--- src/rtl/aesl_dl_pkg.sv ---
// Shared types, defaults and the rotating first-set-bit search for the deadlock origin arbiter.
package aesl_dl_pkg;

    typedef enum logic [1:0] {
        IDLE   = 2'd0,
        PROBE  = 2'd1,
        CLEAR  = 2'd2,
        REPORT = 2'd3
    } dl_state_t;

    localparam int unsigned DL_PROC_NUM      = 2;
    localparam int unsigned DL_ID_W          = 1;
    localparam int unsigned DL_STABLE_CYCLES = 4;
    localparam int unsigned DL_PROBE_TIMEOUT = 16;
    localparam int unsigned DL_CNT_W         = 16;

    // Search width bound; callers zero-extend their vectors to this size.
    localparam int unsigned RR_MAX_PROC = 64;
    localparam int unsigned RR_IDX_W    = 6;

    typedef struct packed {
        logic                found;
        logic [RR_IDX_W-1:0] idx;
    } rr_pick_t;

    function automatic rr_pick_t rr_first_set(
        input logic [RR_MAX_PROC-1:0] vec,
        input int unsigned            n,
        input logic [RR_IDX_W-1:0]    start
    );
        rr_pick_t    r;
        int unsigned j;
        r.found = 1'b0;
        r.idx   = '0;
        j       = 0;
        for (int unsigned k = 0; k < RR_MAX_PROC; k++) begin
            if (k < n) begin
                j = 32'(start) + k;
                if (j >= n) j = j - n;
                if (!r.found && vec[j[RR_IDX_W-1:0]]) begin
                    r.found = 1'b1;
                    r.idx   = j[RR_IDX_W-1:0];
                end
            end
        end
        return r;
    endfunction

endpackage

--- src/rtl/aesl_dl_rr_picker.sv ---
// Combinational round-robin selector: first set bit of i_vec at or after i_start, wrapping.
import aesl_dl_pkg::*;

module aesl_dl_rr_picker #(
    parameter int unsigned PROC_NUM = DL_PROC_NUM,
    parameter int unsigned ID_W     = DL_ID_W
) (
    input  logic [PROC_NUM-1:0] i_vec,
    input  logic [ID_W-1:0]     i_start,
    output logic [ID_W-1:0]     o_idx,
    output logic                o_found
);

    rr_pick_t w_pick;

    always_comb begin
        w_pick  = rr_first_set(RR_MAX_PROC'(i_vec), PROC_NUM, RR_IDX_W'(i_start));
        o_found = w_pick.found;
        o_idx   = ID_W'(w_pick.idx);
    end

endmodule

--- src/rtl/aesl_deadlock_origin_arbiter.sv ---
// Elects one probe origin at a time, times out stale probes, latches a sticky deadlock verdict.
// Optional simulation report on verdict: define AESL_DL_REPORT_DISPLAY_EN.
import aesl_dl_pkg::*;

module aesl_deadlock_origin_arbiter #(
    parameter int unsigned PROC_NUM      = DL_PROC_NUM,
    parameter int unsigned ID_W          = DL_ID_W,
    parameter int unsigned STABLE_CYCLES = DL_STABLE_CYCLES,
    parameter int unsigned PROBE_TIMEOUT = DL_PROBE_TIMEOUT,
    parameter int unsigned CNT_W         = DL_CNT_W
) (
    input  logic                clock,
    input  logic                reset,
    input  logic [PROC_NUM-1:0] blocked_vec,
    input  logic [PROC_NUM-1:0] dl_in_vec,
    output logic [PROC_NUM-1:0] origin,
    output logic                token_clear,
    output logic                dl_detect_out,
    output logic [ID_W-1:0]     dl_origin_id,
    output logic [CNT_W-1:0]    probe_cnt
);

    localparam int unsigned SC_W = $clog2(STABLE_CYCLES + 1);
    localparam int unsigned TM_W = $clog2(PROBE_TIMEOUT);
    localparam logic [PROC_NUM-1:0] ONE_HOT0 = PROC_NUM'(1);

    dl_state_t           r_state;
    logic [PROC_NUM-1:0] r_prev_blk;
    logic [SC_W-1:0]     r_stable_cnt;
    logic [TM_W-1:0]     r_timer;
    logic [ID_W-1:0]     r_rr_ptr;
    logic [ID_W-1:0]     r_origin_idx;

    logic [ID_W-1:0]     w_sel;
    logic                w_found;
    logic                w_stable_hit;
    logic                w_confirm;

    aesl_dl_rr_picker #(
        .PROC_NUM (PROC_NUM),
        .ID_W     (ID_W)
    ) u_picker (
        .i_vec   (blocked_vec),
        .i_start (r_rr_ptr),
        .o_idx   (w_sel),
        .o_found (w_found)
    );

    assign w_stable_hit = (blocked_vec != '0) && (blocked_vec == r_prev_blk);
    assign w_confirm    = (r_state == PROBE) && dl_in_vec[r_origin_idx];

    always_ff @(posedge clock) begin
        if (!reset) begin
            r_state       <= IDLE;
            r_prev_blk    <= '0;
            r_stable_cnt  <= '0;
            r_timer       <= '0;
            r_rr_ptr      <= '0;
            r_origin_idx  <= '0;
            origin        <= '0;
            token_clear   <= 1'b0;
            dl_detect_out <= 1'b0;
            dl_origin_id  <= '0;
            probe_cnt     <= '0;
        end else begin
            r_prev_blk  <= blocked_vec;
            token_clear <= 1'b0;
            case (r_state)
                IDLE: begin
                    origin <= '0;
                    if (w_stable_hit) begin
                        if (r_stable_cnt == SC_W'(STABLE_CYCLES - 1) && w_found) begin
                            origin       <= ONE_HOT0 << w_sel;
                            r_origin_idx <= w_sel;
                            r_timer      <= '0;
                            r_stable_cnt <= '0;
                            r_state      <= PROBE;
                            if (probe_cnt != '1) probe_cnt <= probe_cnt + 1'b1;
                        end else if (r_stable_cnt != SC_W'(STABLE_CYCLES)) begin
                            r_stable_cnt <= r_stable_cnt + 1'b1;
                        end
                    end else begin
                        r_stable_cnt <= '0;
                    end
                end
                PROBE: begin
                    // Confirmation outranks both unblock and timeout.
                    if (w_confirm) begin
                        dl_detect_out <= 1'b1;
                        dl_origin_id  <= r_origin_idx;
                        r_state       <= REPORT;
                    end else if (!blocked_vec[r_origin_idx] ||
                                 r_timer == TM_W'(PROBE_TIMEOUT - 1)) begin
                        token_clear <= 1'b1;
                        origin      <= '0;
                        r_rr_ptr    <= (r_origin_idx == ID_W'(PROC_NUM - 1)) ? '0
                                                                             : r_origin_idx + 1'b1;
                        r_state     <= CLEAR;
                    end else begin
                        r_timer <= r_timer + 1'b1;
                    end
                end
                CLEAR: begin
                    r_stable_cnt <= '0;
                    r_state      <= IDLE;
                end
                REPORT: begin
                end
                default: r_state <= IDLE;
            endcase
        end
    end

`ifdef AESL_DL_REPORT_DISPLAY_EN
    logic [31:0] r_cyc;
    logic [1:0]  r_fin_pipe;

    always_ff @(posedge clock) begin
        if (!reset) begin
            r_cyc      <= '0;
            r_fin_pipe <= '0;
        end else begin
            r_cyc      <= r_cyc + 32'd1;
            r_fin_pipe <= {r_fin_pipe[0], w_confirm};
            if (w_confirm)
                $display("aesl_dl: deadlock origin=%0d probe_cnt=%0d cycle=%0d",
                         r_origin_idx, probe_cnt, r_cyc);
            if (r_fin_pipe[1]) $finish;
        end
    end
`else
    // Synthesis build: no report counter, no simulation side effects.
`endif

endmodule

--- config.mk ---
export PLATFORM = sky130hd
export DESIGN_NAME = aesl_deadlock_origin_arbiter
export DESIGN_NICKNAME = d
export VERILOG_FILES = /design/src/rtl/aesl_dl_pkg.sv /design/src/rtl/aesl_dl_rr_picker.sv /design/src/rtl/aesl_deadlock_origin_arbiter.sv
export SDC_FILE = /design/constraint.sdc
export NUM_CORES = 1
export LEC_CHECK = 0
export ABC_AREA = 1
export BUFFER_PORTS_ARGS = -buffer_cell sky130_fd_sc_hd__buf_2
export CORE_ASPECT_RATIO = 0.6
export CORE_MARGIN = 10
export CORE_UTILIZATION = 50
export CTS_CLUSTER_SIZE = 30
export DETAILED_ROUTE_END_ITERATION = 12
export PLACE_DENSITY = 0.71
export SLEW_MARGIN = 40
export SYNTH_ARGS = -nofsm -noshare
export SYNTH_HDL_FRONTEND = slang
export SYNTH_SLANG_ARGS = --single-unit
--- constraint.sdc ---
create_clock -name clock -period 4.5 [get_ports clock]
set_input_delay 0.225 -clock clock [delete_from_list [all_inputs] [get_ports clock]]
set_output_delay 0.225 -clock clock [all_outputs]
set_load 0.02 [all_outputs]
==> results.txt <==
Status = finished clean
Syn Area/Cell = 6.59 µm²
Grt ovf = 0
Final Cycle Share = 43.2%
Tightest Pin Transition = 612 ps
CP required = 4690 ps
R2r worst-path depth = 7
Slew headroom = 58.9%
Post-Synth Adder-Cell Area = 4.89%
Global-route wire length before repair = 8310 µm
Seq pwr share = 49.9%
Mapped Cells = 311
Min-delay worst type = in2reg
Sw frac = 22.2%
Syn. warnings = 0
Sequential cell area = 681 µm²
N_diodes = 0
Cell area after placement = 2190 µm²
Largest net degree at the start of global routing = 19
Compound-gate portion of the synthesized area = 8.92%
Clock power frac = 46.1%
Worst-Skew Late Latency = 290 ps
Peak VDD IR = 159 µV
CTS max path bufs = 2
DR vias/cell = 5.16
Switching power = 0.000135 W
Arrival @ worst endpoint = 2130 ps
FFs w/ async S/R, synth = 0%
Unrepaired setup endpoints after global routing = no
WHS Path Cells = 3
Count of cells resized by post-cts repair = 0
Layout cells sized above 1 = 16.3%
Pint = 0.000473 W
Placer congestion estimate = 0.814
R2R Path Start = r_state[0]
Net Count, Synth = 325
Max-cap violations = 0
Worst Hold End = r_prev_blk[1]
Setup total negative slack = 0 ps
Commonest cells after routing, fill and taps aside = nand2_1 (95), nor2_1 (45), dfxtp_1 (34), nand3_1 (26), buf_2 (26)
Setup Skew = 5.53 ps
Detail Placement HPWL = 3710 µm
Standard-cell row count = 17
CP Launch Type = register
Post-synthesis xor/xnor area fraction = 3.48%
Die area = 7140 µm²
Final instance area = 2290 µm²
Die X-Extent = 103 µm
Nets@finish = 350
Leak = 0.993 nW
Routed Antenna Nets = 0
Synth area leaders = dfxtp_1 (33%), nand2_1 (17%), nor2_1 (8.2%)
Routed via count = 1982
First-pass iteration count of the detailed router = 4
CTS Root Cell = clkbuf_8
Top cell type's share of synthesized area = 33.2%
Final WL = 4950 µm
Critical Path End Type = register
Core ar. = 3810 µm²
Num ports = 27
Sequential fraction of the synthesis area = 33.2%
Synthesis-to-layout area growth = 12.0%
Post-synth EDFFs = 0
Multiplexer share of the synthesized area = 0%
TritonCTS Sinks = 34
Initial antenna violation count = 0
Area of the multi-input gates = 1210 µm²
Reg2reg setup slack = 2560 ps
Synthesized cell area = 2050 µm²
Vias in the first global route = 1699
Largest family of logic cells by synthesized area = simple AND/OR/NAND/NOR gates
Final Power = 0.000608 W
Synth unique cells = 30
Combinational cell fraction of total power = 4.1%
Reg2reg end = probe_cnt[1]
Simple-Gate Fraction of Synth Area = 41.8%
# Post-CTS Setup Buffers = 0
Average wire per standard cell = 12.9 µm
Number of setup violations in the final report = 0
CTS tree = done
DIE HEIGHT = 69.6 µm
Clk slew on worst S/H paths = 80 ps
Fmax = 515 MHz
Drt first-iter violations = 161
Post-synthesis register bit count = 34
CTS Hold Buffers Added = 0
Ys flop type = dfxtp_1
Global Route Usage Sum = 14.3%
# fillers = 384
WS Path Type = reg2reg
Peak fanout along the critical path = 15
Power density cells = 265 nW/µm²
Hold path start = blocked_vec[1]
Starting Density = 53.8%
# DRC = 0
Fin crit period = 1940 ps
TritonCTS buffer count = 5
PortBufs = 26
Final hold vios = 0
Commonest non-fill, non-tap cell in the layout = nand2_1
Top cell type by total area after synthesis = dfxtp_1
Final Slew Violations = 0
H-tree depth = 2
worst max-delay path by stage:
stage,start,endpoint,slack (ps),depth (start not counted)
2_1_floorplan,probe_cnt[0],probe_cnt[2],2870,9
3_3_place_gp,r_state[0],probe_cnt[1],2640,7
3_5_place_dp,r_state[1],probe_cnt[0],2570,7
4_1_cts,r_state[0],probe_cnt[1],2550,7
5_1_grt,r_state[1],probe_cnt[1],2370,7
6_report,r_state[0],probe_cnt[1],2560,7
layer usage:
| layer | up-vias | global-route usage (%) | wire length [µm] |
|---|---|---|---|
| met3 | 7 | 4.27 | 365 |
| met5 | - | 0 | 0 |
| met1 | 882 | 22.5 | 2690 |
| li1 | 1046 | - | - |
| met4 | 0 | 3.55 | 44 |
| met2 | 47 | 17.5 | 1850 |
power by group through the flow:
stage / sequential (W) / clock, W / combinational (W)
2_1_floorplan: 0.000310 / 0 / 0.0000190
3_3_place_gp: 0.000310 / 0 / 0.0000246
3_5_place_dp: 0.000310 / 0 / 0.0000247
4_1_cts: 0.000303 / 0.000285 / 0.0000248
5_1_grt: 0.000303 / 0.000301 / 0.0000280
6_report: 0.000303 / 0.000280 / 0.0000248
stage by stage:
stage,std cells,hold WS (ps),worst slack (ps),utilization [%]
final,384,210,2560,60.3
after global routing,384,220,2370,60.3
after CTS,384,205,2550,60.3
after detailed placement,376,447,2570,57.4
after global placement,376,446,2640,57.4
after floorplan,311,318,2870,-
critical path, stage by stage (launching register included):
cell and delay (ps):
dfxtp_1 320, inv_1 90, ha_1 390, inv_1 160, nor2_2 420, nand2_4 210
o21ai_0 210, nor2_1 50
registers in the layout, indices dropped and copies added, names as in the netlist, 2 cells and up:
| register | flops |
|---|---|
| r_timer | 4 |
| origin | 2 |
| r_prev_blk | 2 |
| r_stable_cnt | 3 |
| probe_cnt | 16 |
| r_state | 2 |
cells by family (layout without fill, tap and decap cells):
kind of cell,count (synthesis),in the layout
adders and majority gates,8,8
and+or+nand+nor,194,194
DFF,34,34
AOI/OAI and AO/OA,33,33
buffers and inverters,36,62
xor gates and xnor gates,6,6
area by class of cell:
type                            count  area share [%]
Multi-Input combinational cell    241            52.7
Sequential cell                    34            29.7
Timing Repair Buffer               26            5.67
Inverter                           28            4.63
Clock buffer                        5            3.00
Tap cell                           47            2.56
Clock inverter                      3            1.74
cells in the mapped netlist, types with 2 or more instances:
cell and n:
nand3_1 26, o21ai_0 10, nand2_1 95, xor2_1 4
inv_1 25, nand3b_1 5, nor2_2 7, a21oi_2 4
nand4_1 7, dfxtp_1 34, ha_1 8, buf_2 2
buf_6 2, nor3_1 2, a21oi_1 18, clkbuf_1 2
or2_2 2, nand2_2 2, nor2_1 45
Power figures use the tool's default switching activity.
